File: src/rtl/bus_receiver_if.sv
// Serial frame line plus received-frame results exchanged between
// the bus_receiver (slave) and whatever drives and consumes it (master).
interface bus_receiver_if;
  logic        bus_in;
  logic [63:0] data_out;
  logic [3:0]  crc_out;
  logic        data_valid;
  logic        crc_err;
  logic        addr_miss;
  logic        busy;

  modport slave (
    input  bus_in,
    output data_out, crc_out, data_valid, crc_err, addr_miss, busy
  );

  modport master (
    output bus_in,
    input  data_out, crc_out, data_valid, crc_err, addr_miss, busy
  );
endinterface

File: src/rtl/bus_receiver.sv
// Serial frame receiver: start bit, 4-bit address, 64-bit data, 4-bit CRC, MSB first.
// Define BUS_RECEIVER_CRC_CHECK_EN to enable the CRC-4 (x^4+x+1) check of addressed frames.
module bus_receiver #(
  parameter logic [3:0] MY_ADDR = 4'd1
) (
  input logic            clock,
  input logic            reset,
  bus_receiver_if.slave  bus
);

  typedef enum logic [1:0] {
    IDLE = 2'd0,
    ADDR = 2'd1,
    DATA = 2'd2,
    CRC  = 2'd3
  } state_t;

  state_t      state_r;
  state_t      state_next_s;
  logic [6:0]  bit_cnt_r;
  logic [6:0]  bit_cnt_next_s;
  logic        shift_addr_s;
  logic        shift_data_s;
  logic        shift_crc_s;
  logic        frame_end_s;
  logic        done_r;
  logic [3:0]  addr_r;
  logic [63:0] data_r;
  logic [3:0]  crc_rx_r;
  logic        addr_hit_s;
  logic        crc_ok_s;
  logic        accept_s;
  logic        reject_s;
  logic        miss_s;
  logic [63:0] data_out_r;
  logic [3:0]  crc_out_r;
  logic        data_valid_r;
  logic        crc_err_r;
  logic        addr_miss_r;
  logic        busy_r;

`ifdef BUS_RECEIVER_CRC_CHECK_EN
  function automatic logic [3:0] crc4_calc(input logic [67:0] msg);
    logic [3:0] c;
    logic       fb;
    c = 4'd0;
    for (int i = 67; i >= 0; i--) begin
      fb = c[3] ^ msg[i];
      c  = {c[2:0], 1'b0} ^ {2'b00, fb, fb};
    end
    return c;
  endfunction

  assign crc_ok_s = (crc4_calc({addr_r, data_r}) == crc_rx_r);
`else
  assign crc_ok_s = 1'b1;
`endif

  // Frame is judged one cycle after its last CRC bit, while the shift registers still hold it.
  assign addr_hit_s = (addr_r == MY_ADDR);
  assign accept_s   = done_r & addr_hit_s & crc_ok_s;
  assign reject_s   = done_r & addr_hit_s & ~crc_ok_s;
  assign miss_s     = done_r & ~addr_hit_s;

  // Next-state and field-shift decode.
  always_comb begin
    state_next_s   = state_r;
    bit_cnt_next_s = bit_cnt_r;
    shift_addr_s   = 1'b0;
    shift_data_s   = 1'b0;
    shift_crc_s    = 1'b0;
    frame_end_s    = 1'b0;
    case (state_r)
      IDLE: begin
        bit_cnt_next_s = 7'd0;
        if (bus.bus_in) begin
          state_next_s = ADDR;
        end else begin
          state_next_s = IDLE;
        end
      end
      ADDR: begin
        shift_addr_s = 1'b1;
        if (bit_cnt_r == 7'd3) begin
          state_next_s   = DATA;
          bit_cnt_next_s = 7'd0;
        end else begin
          bit_cnt_next_s = bit_cnt_r + 7'd1;
        end
      end
      DATA: begin
        shift_data_s = 1'b1;
        if (bit_cnt_r == 7'd63) begin
          state_next_s   = CRC;
          bit_cnt_next_s = 7'd0;
        end else begin
          bit_cnt_next_s = bit_cnt_r + 7'd1;
        end
      end
      CRC: begin
        shift_crc_s = 1'b1;
        if (bit_cnt_r == 7'd3) begin
          state_next_s   = IDLE;
          bit_cnt_next_s = 7'd0;
          frame_end_s    = 1'b1;
        end else begin
          bit_cnt_next_s = bit_cnt_r + 7'd1;
        end
      end
      default: begin
        state_next_s   = IDLE;
        bit_cnt_next_s = 7'd0;
      end
    endcase
  end

  // State, bit counter and field shift registers.
  always_ff @(posedge clock) begin
    if (reset) begin
      state_r   <= IDLE;
      bit_cnt_r <= 7'd0;
      done_r    <= 1'b0;
      addr_r    <= 4'd0;
      data_r    <= 64'd0;
      crc_rx_r  <= 4'd0;
    end else begin
      state_r   <= state_next_s;
      bit_cnt_r <= bit_cnt_next_s;
      done_r    <= frame_end_s;
      if (shift_addr_s) addr_r   <= {addr_r[2:0], bus.bus_in};
      if (shift_data_s) data_r   <= {data_r[62:0], bus.bus_in};
      if (shift_crc_s)  crc_rx_r <= {crc_rx_r[2:0], bus.bus_in};
    end
  end

  // Registered results and status pulses.
  always_ff @(posedge clock) begin
    if (reset) begin
      data_out_r   <= 64'd0;
      crc_out_r    <= 4'd0;
      data_valid_r <= 1'b0;
      crc_err_r    <= 1'b0;
      addr_miss_r  <= 1'b0;
      busy_r       <= 1'b0;
    end else begin
      data_valid_r <= accept_s;
      crc_err_r    <= reject_s;
      addr_miss_r  <= miss_s;
      busy_r       <= (state_next_s != IDLE);
      if (accept_s) begin
        data_out_r <= data_r;
        crc_out_r  <= crc_rx_r;
      end
    end
  end

  assign bus.data_out   = data_out_r;
  assign bus.crc_out    = crc_out_r;
  assign bus.data_valid = data_valid_r;
  assign bus.crc_err    = crc_err_r;
  assign bus.addr_miss  = addr_miss_r;
  assign bus.busy       = busy_r;

endmodule

File: src/flat_wrapper.sv
// flat-port wrapper written by rule: the top's interface ports become plain ports
module bus_receiver_flat 
#(
  parameter logic [3:0] MY_ADDR = 4'd1
)
  (clock, reset, bus_bus_in, bus_data_out, bus_crc_out, bus_data_valid, bus_crc_err, bus_addr_miss, bus_busy);
  bus_receiver_if bus_i ();
  input logic clock;
  input logic reset;
  input wire logic [$bits(bus_i.bus_in)-1:0] bus_bus_in;
  output wire logic [$bits(bus_i.data_out)-1:0] bus_data_out;
  output wire logic [$bits(bus_i.crc_out)-1:0] bus_crc_out;
  output wire logic [$bits(bus_i.data_valid)-1:0] bus_data_valid;
  output wire logic [$bits(bus_i.crc_err)-1:0] bus_crc_err;
  output wire logic [$bits(bus_i.addr_miss)-1:0] bus_addr_miss;
  output wire logic [$bits(bus_i.busy)-1:0] bus_busy;
  assign bus_i.bus_in = bus_bus_in;
  assign bus_data_out = bus_i.data_out;
  assign bus_crc_out = bus_i.crc_out;
  assign bus_data_valid = bus_i.data_valid;
  assign bus_crc_err = bus_i.crc_err;
  assign bus_addr_miss = bus_i.addr_miss;
  assign bus_busy = bus_i.busy;
  bus_receiver #(.MY_ADDR(MY_ADDR)) u_core (.clock(clock), .reset(reset), .bus(bus_i));
endmodule
File: config.mk
export PLATFORM = sky130hd
export DESIGN_NAME = bus_receiver_flat
export DESIGN_NICKNAME = d
export VERILOG_FILES = /design/src/rtl/bus_receiver_if.sv /design/src/rtl/bus_receiver.sv /design/src/flat_wrapper.sv
export SDC_FILE = /design/constraint.sdc
export NUM_CORES = 1
export LEC_CHECK = 0
export ABC_AREA = 1
export BUFFER_PORTS_ARGS = -buffer_cell sky130_fd_sc_hd__buf_4
export CORE_MARGIN = 5
export CORE_UTILIZATION = 45
export CTS_BUF_LIST = sky130_fd_sc_hd__clkbuf_4 sky130_fd_sc_hd__clkbuf_8 sky130_fd_sc_hd__clkbuf_16
export DETAILED_ROUTE_END_ITERATION = 8
export GPL_TIMING_DRIVEN = 1
export SYNTH_ARGS = -nofsm -noshare
export SYNTH_HDL_FRONTEND = slang
export SYNTH_SLANG_ARGS = --single-unit
File: constraint.sdc
create_clock -name clock -period 2.53 [get_ports clock]
set_input_delay 0.253 -clock clock [delete_from_list [all_inputs] [get_ports clock]]
set_output_delay 0.253 -clock clock [all_outputs]
set_load 0.005 [all_outputs]
[Yosys cells after proc, flatten, opt, wreduce, memory -nomap -nowiden]
Cells that the tools add are included.
Operators by class
  add/sub/neg operators: 1
  eq/ne operators: 6
  muxes and demuxes: 12
  bitwise operators: 4
  reduce and logical (&&, ||, !) cells: 4
Operators with widths (number)
  7-bit one-hot mux with 3 select lines: 1
  7-bit 2-to-1 mux: 2
  2-bit one-hot mux with 4 select lines: 1
  7-bit by 1-bit adder with 7-bit output (second input constant): 1
  7-bit by 2-bit == test with 1-bit output (second input constant): 1
  7-bit by 6-bit == test with 1-bit output (second input constant): 1
  2-bit 2-to-1 mux: 3
  1-bit 2-to-1 mux: 5
  2-bit == test (second input constant): 2
  4-bit by 1-bit == test with 1-bit output (second input constant): 1
  2-bit OR reduction: 2
  1-bit AND: 2
  2-bit by 1-bit == test with 1-bit output (second input constant): 1
  2-bit zero test: 1
  1-bit inverter: 2
  2-bit nonzero test: 1
Word-level totals
  flip-flop bits (word level): 153
  input bits: 3
  output and inout bits: 72
  word-level logic and storage cells: 38

[Depth between registers and ports, before layout]
Gate-level depths: netlist of the first run.
  word-level depth: 4
  depth in mapped cells: 8
  depth with buffers taken out: 8

[Worst setup path before layout of the first run]
OpenSTA, ideal clock, no wires.
  path kind: register to register
  start point: register u_core.bit_cnt_r[0]
  end point: register u_core.bit_cnt_r[0]
  setup time: 0.117 ns
  arrival time: 1.097 ns
  required time: 2.413 ns
  setup slack: 1.316 ns
  cell stages (with the launch flop): 9
  period minus slack after synthesis: 1.214 ns
  path through: dfxtp_1 > ha_1 > inv_1 > nor2_1 > nand3_1 > nand2_1 > o21ai_1 > nand2_1 > nor2_1
On the way
  longest elaborated chain between the ends: 3
  elaborated cells on any way between the ends: 6
Ends and longest elaborated chain
  start, declared: line bus_receiver.sv:20  | logic [6:0] bit_cnt_r;
  start signal, assigned: line bus_receiver.sv:128  | bit_cnt_r <= bit_cnt_next_s;
  7-bit by 1-bit adder with 7-bit output, or another cell as far along: line bus_receiver.sv:88, bus_receiver.sv:97, bus_receiver.sv:107
  7-bit 2-to-1 mux (on tied branches): line bus_receiver.sv:84, bus_receiver.sv:102, bus_receiver.sv:93
  7-bit one-hot mux with 3 select lines (*): line bus_receiver.sv:73  | case (state_r)
Mark *: on every way between the ends. The rest lies on a longest branch, timed or not.
A chain may end at the register's enable or synchronous reset.

[Worst setup path after layout of the first run]
  start point: register u_core.state_r[1]
  end point: register u_core.busy_r, in the netlist u_core.bus.busy
On the way
  longest elaborated chain between the ends: 3
  elaborated cells on any way between the ends: 9
Ends and longest elaborated chain
  start, declared: line bus_receiver.sv:18  | state_t state_r;
  start signal, assigned: line bus_receiver.sv:127  | state_r <= state_next_s;
  2-bit == test, or another cell as far along: line bus_receiver.sv:73
  2-bit one-hot mux with 4 select lines (*): line bus_receiver.sv:73
  2-bit nonzero test (*): line bus_receiver.sv:149  | busy_r <= (state_next_s != IDLE);
  end signal, assigned: line bus_receiver.sv:149
  end, declared: line bus_receiver.sv:40  | logic busy_r;
Marked as above.

==> results of run 1 <==
[cells by family after synthesis]
kind of cell    count (synthesis)
compound gates                215
simple gates                  189
flops                         153
buf+inv                       129
xor+xnor                        2
fa+ha+maj                       1
other cells                     1
[how the worst max path moves through the flow]
| stage | start | endpoint | slack [ns] | cells past startpoint |
|---|---|---|---|---|
| 2_1_floorplan | u_core.bit_cnt_r[0] | u_core.bit_cnt_r[0] | 1.32 | 8 |
| 3_3_place_gp | reset | u_core.bus.data_out[9] | 1.06 | 5 |
| 3_5_place_dp | reset | u_core.bus.data_out[6] | 0.98 | 5 |
| 4_1_cts | u_core.state_r[1] | u_core.bus.busy | 1.02 | 7 |
| 5_1_grt | u_core.addr_r[2] | u_core.bus.data_out[6] | 0.91 | 5 |
| 6_report | u_core.state_r[1] | u_core.bus.busy | 1.04 | 7 |
[sequential cells by signal, summed over array words and instances, names as in the netlist, 2 cells and up]
register and flops:
u_core.addr_r 4, u_core.data_r 64, u_core.bus.data_out 64, u_core.state_r 2, u_core.crc_rx_r 4, u_core.bit_cnt_r 7
u_core.bus.crc_out 4
[power groups by stage]
stage               clock (mW)  combinational (mW)  sequential (mW)
detailed placement           0              0.0943             2.48
finish                    2.61              0.0922             2.43
floorplan                    0              0.0706             2.48
CTS                       2.67              0.0941             2.42
global placement             0              0.0930             2.48
global route              2.79               0.107             2.43
[layer usage]
layer	share of wire	vias up	routed length, um	global-route usage
met5	0	-	0	0
met4	0.017	0	184	0.0722
met3	0.047	16	495	0.0429
met2	0.45	80	4800	0.240
met1	0.48	1902	5130	0.189
li1	-	2304	-	-
[final cells by class]
type	count	area (um^2)	share of cell area
inverter	83	313	0.0470
timing repair buffer	79	618	0.0928
tap	147	184	0.0276
clock buffer	25	510	0.0766
sequential	153	3060	0.460
clock inverter	6	113	0.0169
multi-input combinational	408	1860	0.279
[worst reg2reg max path: stages, from the launching register on]
cell,delay (ns)
dfxtp_1,0.38
inv_2,0.07
nor2_4,0.09
buf_4,0.49
nand3_1,0.15
nand3_1,0.11
nand2_1,0.06
nand2_1,0.08
[placed cells by master (no fill, tap or decap)]
| master | count |
|---|---|
| bufinv_16 | 3 |
| inv_1 | 79 |
| clkinv_2 | 1 |
| nand2_1 | 15 |
| nor2_2 | 1 |
| clkbuf_16 | 17 |
| a21oi_1 | 72 |
| nand3_1 | 9 |
| clkbuf_4 | 4 |
| o21ai_0 | 110 |
| clkbuf_8 | 4 |
| conb_1 | 1 |
| nand3_4 | 1 |
| inv_2 | 3 |
| clkinvlp_4 | 3 |
| nand4_1 | 1 |
| dfxtp_1 | 153 |
| nor2_1 | 161 |
| o21ai_1 | 32 |
| a21oi_2 | 1 |
| buf_12 | 2 |
| buf_4 | 77 |
| nor2_4 | 1 |
| xor2_1 | 2 |
| ha_1 | 1 |
==> results.yml, run 1 <==
sta:
  fin_crit_sh: 0.587
  hold_ws_ns: 0.0482
  worstMarginPinSlew_ns: 0.622
  rsz0062_at_grt: "false"
  setup_slack_ns: 1.04
  max_freq_ghz: 0.673
  clock_skew_ns: 0.00541
  finalHoldViolCount: 0
  maxSlewHeadroom: 0.585
  fin_setup_tns_ns: 0
  setup_violations: 0
  slew_viol_final: 0
  period_needed_ns: 1.49
floorplan:
  die_w_um: 121
  fp-row-count: 40
  core_um2: 12000
  die-area_um2: 14600
  die_h_um: 121
  start_util: 0.461
  io_pins: 75
pwr:
  power_mw: 5.12
  intPower_mw: 4.14
  power.leakage_nw: 2.94
  switching_share: 0.192
  pwr-share-seq: 0.473
  power.density_nw_per_um2: 769
  ir_drop_mv: 0.330
  p_comb_frac: 0.018
  p_switching_mw: 0.981
  p_clk_frac: 0.509
grt:
  grt_pass1_vias: 3980
  grt_max_degree: 71
  grt_util_all_layers: 0.151
  grt_pass1_wl_um: 18100
  overflow: 0
  antenna_found_initial: 0
layout:
  final_nets: 746
  final_cell_area_um2: 6660
  antenna_cells: 0
  drive_gt1_frac: 0.156
  area_growth_pct: 20.3
  fillers: 1164
  final_cells: 901
  fin_util: 0.555
synth:
  synthArstFlopShare: 0
  synth_area_um2: 5540
  syn_area_per_cell_um2: 8.02
  synthXorXnorAreaFrac: 0.00316
  yosys-top-cells-count: "161 x nor2_1, 153 x dfxtp_1, 110 x o21ai_0"
  yosys_register_bits: 153
  synth_compound_area_frac: 0.195
  synth.distinct_cells: 21
  synth_warnings: 0
  synth_mux_area_frac: 0
  ys.flop_type: "dfxtp_1"
  synth_nets: 694
  synth_top_area_frac: 0.553
  syn_inst: 690
  yosys-top-cells-area: "dfxtp_1 55%, nor2_1 11%, o21ai_0 9.9%"
  synth-adder-area-share: 0.00226
  synth_top_family_by_area: "compound AO/OA/AOI/OAI gates"
  synth-simple-area-share: 0.133
  yosysTopAreaCell: "dfxtp_1"
  synth.most_common_cell: "nor2_1"
  synth-edff-count: 0
  ys_seq_area_frac: 0.553
clock_network:
  cts-buffers-inserted: 17
  cts_max_level: 4
  tritoncts: "built"
  cts_hold_buf: 0
  path_clk_slew_ns: 0.06
  clockBufferDepth: 2
  cts_setup_buffers: 0
  cts_resized: 0
  clock-sinks: 153
  root_buffer: "clkbuf_16"
  clock_latency_ns: 0.41
critical_path:
  end_kind: "flop"
  max_stage_delay_ns: 0.49
  cp_top_family: "buffers and inverters"
  timing.rr.start: "u_core.state_r[1]"
  critPathBufInv: 2
  slowest_stage: "buf_4"
  cp-start-kind: "flop"
  timing.rr.end: "u_core.bus.busy"
  path_cells: "inv_2, nor2_4, buf_4, nand3_1, nand3_1, nand2_1, nand2_1"
  r2r_slack_ns: 1.04
  r2r_cells: 7
  critPathRequiredTime_ns: 2.89
  crit_fanout: 65
  cp.arrival_ns: 1.84
  crit_type: "flop to flop"
detailed_routing:
  wl_per_cell_um: 11.8
  num_vias: 4302
  drc: 0
  antenna_left: 0
  initialDrtViolationCount: 290
  via_per_inst: 4.77
  totalWireLength_um: 10600
  dr.pass1.iters: 5
placed_design:
  gp_congestion: 0.742
  io_buffer_count: 73
  dpl.hpwl_um: 6670
  placed_cell_area_um2: 6040
  pre_cts_slack_ns: 0.979
  placedCellCount: 870
worst_hold_path:
  worstHoldEndpoint: "u_core.done_r"
  hold_start: "reset"
  worstHoldPathCells: 2
  hold_class: "input pin to flop"
run_status:
  status: "complete, no violations"
job:
  maxCapViolCount: 0
Power figures use the tool's default switching activity.
==> inputs of run 2 (changes only) <==
==> constraint.sdc (replaced) <==
create_clock -name clock -period 1.5 [get_ports clock]
set_input_delay 0.15 -clock clock [delete_from_list [all_inputs] [get_ports clock]]
set_output_delay 0.15 -clock clock [all_outputs]
set_load 0.005 [all_outputs]
==> results.yml, run 2 (synthesized netlist as in run 1, its figures left out) <==
floorplan:
  start_util: 0.461
  die-area_um2: 14600
  core_um2: 12000
  io_pins: 75
  die_w_um: 121
  fp-row-count: 40
  die_h_um: 121
clock_network:
  cts_max_level: 4
  clock_latency_ns: 0.41
  root_buffer: "clkbuf_16"
  path_clk_slew_ns: 0.06
  clockBufferDepth: 2
  clock-sinks: 153
  cts_setup_buffers: 0
  cts-buffers-inserted: 17
  tritoncts: "built"
layout:
  final_cell_area_um2: 6710
  layout_commonest_cell: "nor2_1"
  final-seq-area_um2: 3060
  area_growth_pct: 21.1
  layout_common_cells: "160 x nor2_1, 153 x dfxtp_1, 110 x o21ai_0"
  multi_input_area_um2: 1870
  final_nets: 749
  fin_util: 0.558
  drive_gt1_frac: 0.164
  fillers: 1135
  antenna_cells: 0
detailed_routing:
  dr.pass1.iters: 4
  via_per_inst: 4.84
  initialDrtViolationCount: 305
  wl_per_cell_um: 11.6
  num_vias: 4378
  antenna_left: 0
  drc: 0
  totalWireLength_um: 10500
placed_design:
  io_buffer_count: 73
  dpl.hpwl_um: 6590
  gp_congestion: 0.865
  pre_cts_slack_ns: 0.129
  placed_cell_area_um2: 6080
sta:
  slew_viol_final: 0
  fin_crit_sh: 0.896
  finalHoldViolCount: 0
  period_needed_ns: 1.34
  setup_slack_ns: 0.157
  clock_skew_ns: 0.00558
  max_freq_ghz: 0.744
  rsz0062_at_grt: "false"
  fin_setup_tns_ns: 0
  setup_violations: 0
grt:
  grt_util_met3: 0.0457
  grt_max_degree: 118
  use_met2: 0.241
  grt_util_all_layers: 0.148
  grtUsageMet1: 0.180
  overflow: 0
  grt_pass1_vias: 4020
  antenna_found_initial: 0
  grt_pass1_wl_um: 17800
  gr-max-usage-layer: "met2"
critical_path:
  critPathBufInv: 3
  slowest_stage: "dfxtp_1"
  end_kind: "flop"
  crit_path_end: "u_core.data_r[10]"
  worstSetupStartpoint: "u_core.state_r[1]"
  crit_type: "flop to flop"
  max_stage_delay_ns: 0.34
  r2r_slack_ns: 0.16
  cp_top_family: "buffers and inverters"
  crit_fanout: 44
  timing.rr.start: "u_core.state_r[1]"
  cp.arrival_ns: 1.69
  path_cells: "inv_2, nor2_4, inv_2, buf_12, nor2_1, nor2_1"
  path_depth: 6
  critPathRequiredTime_ns: 1.85
  r2r_cells: 6
  cp-start-kind: "flop"
  timing.rr.end: "u_core.data_r[10]"
job:
  maxCapViolCount: 0
run_status:
  status: "complete, no violations"
pwr:
  power.leakage_nw: 2.97
  power.density_nw_per_um2: 1280
  ir_drop_mv: 0.679
worst_hold_path:
  hold_class: "input pin to flop"
-- run 2: worst min-delay path by stage --
stage                           from               endpoint  slack [ns]  cells past startpoint
after global routing      bus_bus_in       u_core.data_r[0]        0.03                      3
after CTS                 bus_bus_in       u_core.data_r[0]        0.02                      3
after floorplan                reset  u_core.bus.data_valid        0.22                      1
final                     bus_bus_in       u_core.data_r[0]        0.03                      3
after global placement         reset          u_core.done_r        0.38                      2
after detailed placement       reset          u_core.done_r        0.39                      2
-- run 2: final cells by class --
type	instances	share of cell area
Clock inverter	9	0.0179
Sequential cell	153	0.457
Tap cell	147	0.0274
Clock buffer	23	0.0730
Timing Repair Buffer	82	0.0996
Inverter	83	0.0467
Multi-Input combinational cell	408	0.279
-- run 2: worst register-to-register path, stage by stage (launching register included) --
cell and delay (ns):
dfxtp_1 0.34, inv_2 0.09, nor2_4 0.05, inv_2 0.34, buf_12 0.28, nor2_1 0.08
nor2_1 0.10
-- run 2: power breakdown --
group          total [mW]  internal, mW  switching [mW]
registers            4.09          4.08          0.0100
clock network        4.33          2.78            1.55
logic               0.167        0.0562           0.111
-- run 2: stage by stage --
step                hold slack (ns)  power [mW]  cells
floorplan                     0.222        4.30    690
global placement              0.382        4.34    872
detailed placement            0.386        4.34    872
CTS                          0.0211        8.70    905
global route                 0.0291        8.88    905
finish                       0.0318        8.59    905
-- run 2: timing repair --
| action | 4_1_cts | 5_1_grt |
|---|---|---|
| setup endpoints to repair | 0 | 7 |
| resized for setup | 0 | 3 |
| endpoints found under the hold margin | 2 | 0 |
| hold buffers | 1 | 0 |
-- run 2: routing by layer --
layer,routed length (um),part of all wire
met1,5150,0.49
met2,4770,0.45
met3,457,0.043
met4,170,0.016
met5,0,0
==> inputs of run 3 (changes only) <==
--- a/config.mk
+++ b/config.mk
@@ -12,6 +12,7 @@
 export CTS_BUF_LIST = sky130_fd_sc_hd__clkbuf_4 sky130_fd_sc_hd__clkbuf_8 sky130_fd_sc_hd__clkbuf_16
 export DETAILED_ROUTE_END_ITERATION = 8
 export GPL_TIMING_DRIVEN = 1
+export RECOVER_POWER = 100
 export SYNTH_ARGS = -nofsm -noshare
 export SYNTH_HDL_FRONTEND = slang
 export SYNTH_SLANG_ARGS = --single-unit
==> results.yml, run 3 (synthesized netlist as in run 1, its figures left out) <==
detailed_routing:
  antenna_left: 0
  initialDrtViolationCount: 329
  wl_per_cell_um: 11.5
  drc: 0
  via_per_inst: 4.83
  dr.pass1.iters: 5
  totalWireLength_um: 10400
  num_vias: 4367
pwr:
  power_mw: 8.58
  power.leakage_nw: 2.91
  ir_drop_mv: 0.680
  power.density_nw_per_um2: 1280
sta:
  setup_violations: 0
  hold_ws_ns: 0.0335
  max_freq_ghz: 0.738
  fin_crit_sh: 0.904
  period_needed_ns: 1.36
  finalHoldViolCount: 0
  rsz0062_at_grt: "false"
  slew_viol_final: 0
  clock_skew_ns: 0.00500
  fin_setup_tns_ns: 0
placed_design:
  dpl.hpwl_um: 6590
  io_buffer_count: 73
  placed_cell_area_um2: 6080
  gp_congestion: 0.865
layout:
  drive_gt1_frac: 0.156
  final-seq-area_um2: 3060
  layout_commonest_cell: "nor2_1"
  multi_input_area_um2: 1870
  fin_util: 0.556
  final_nets: 749
  antenna_cells: 0
  layout_common_cells: "160 x nor2_1, 153 x dfxtp_1, 130 x o21ai_0"
  area_growth_pct: 20.8
  final_cell_area_um2: 6680
  fillers: 1140
grt:
  grt_pass1_vias: 4020
  grt_pass1_wl_um: 17800
  overflow: 0
  grt_util_all_layers: 0.148
  grt_max_degree: 118
  antenna_found_initial: 0
clock_network:
  clock-sinks: 153
  clockBufferDepth: 2
  root_buffer: "clkbuf_16"
  tritoncts: "built"
  clock_latency_ns: 0.41
  cts_setup_buffers: 0
  path_clk_slew_ns: 0.06
  cts_max_level: 4
  cts-buffers-inserted: 17
critical_path:
  critPathRequiredTime_ns: 1.80
  cp-start-kind: "input pin"
  crit_type: "input pin to flop"
  end_kind: "flop"
  cp.arrival_ns: 1.65
  crit_fanout: 26
floorplan:
  core_um2: 12000
  start_util: 0.461
  die_w_um: 121
  die_h_um: 121
  io_pins: 75
  fp-row-count: 40
  die-area_um2: 14600
job:
  maxCapViolCount: 0
run_status:
  status: "complete, no violations"
worst_hold_path:
  hold_class: "input pin to flop"
run 3: changes by cell type in the layout (fill, tap and decap cells not counted):
cell / delta
clkbuf_2: +1
buf_4: -73
clkbuf_1: +5
clkbuf_4: +67
inv_2: -1
inv_1: +1
o21ai_0: +20
o21ai_1: -20
run 3: final cells by class:
type,count,share of cell area
flip-flops and latches,153,0.458
inverters,83,0.0468
clock buffers,23,0.0732
multi-input cells,408,0.279
clock inverters,9,0.0180
well taps,147,0.0275
repair buffers,82,0.0968
run 3: timing repair:
| action | 4_1_cts | 5_1_grt |
|---|---|---|
| resized for setup | 0 | 3 |
| hold buffers | 1 | 0 |
| hold endpoints to repair | 2 | 0 |
| setup endpoints to repair | 0 | 7 |
run 3: per-layer routing:
metal / up-vias / share of wire / global-route usage
li1: 2309 / - / -
met2: 76 / 0.45 / 0.241
met3: 12 / 0.048 / 0.0457
met1: 1970 / 0.48 / 0.180
met5: - / 0 / 0
met4: 0 / 0.018 / 0.0680
run 3: worst max-delay path, stage by stage:
cell and delay (ns):
dlygate4sd3_1 0.52, clkbuf_1 0.27, clkinv_2 0.13, clkbuf_2 0.30, nand3_1 0.20, nand2_1 0.08
run 3: per-stage QoR:
stage               setup slack (ns)  cells
floorplan                      0.286    690
global placement               0.156    872
detailed placement             0.129    872
CTS                            0.122    905
global route                  0.0158    905
finish                         0.144    905
run 3: path summary, 6_finish.rpt:
kind	startpoint	to	slack, ns	cells after the start
worst max-delay path	reset	u_core.bus.busy	0.14	6
worst min-delay path	bus_bus_in	u_core.data_r[0]	0.03	3
worst max register to register	u_core.state_r[1]	u_core.data_r[10]	0.17	6
worst min register to register	u_core.bus.data_out[23]	u_core.bus.data_out[23]	0.44	2
run 3: report_power, final:
part	total, mW	switching, mW	internal [mW]	leakage (nW)
sequential	4.09	0.00961	4.08	1.23
combinational	0.161	0.110	0.0505	1.36
clock	4.33	1.54	2.78	0.311
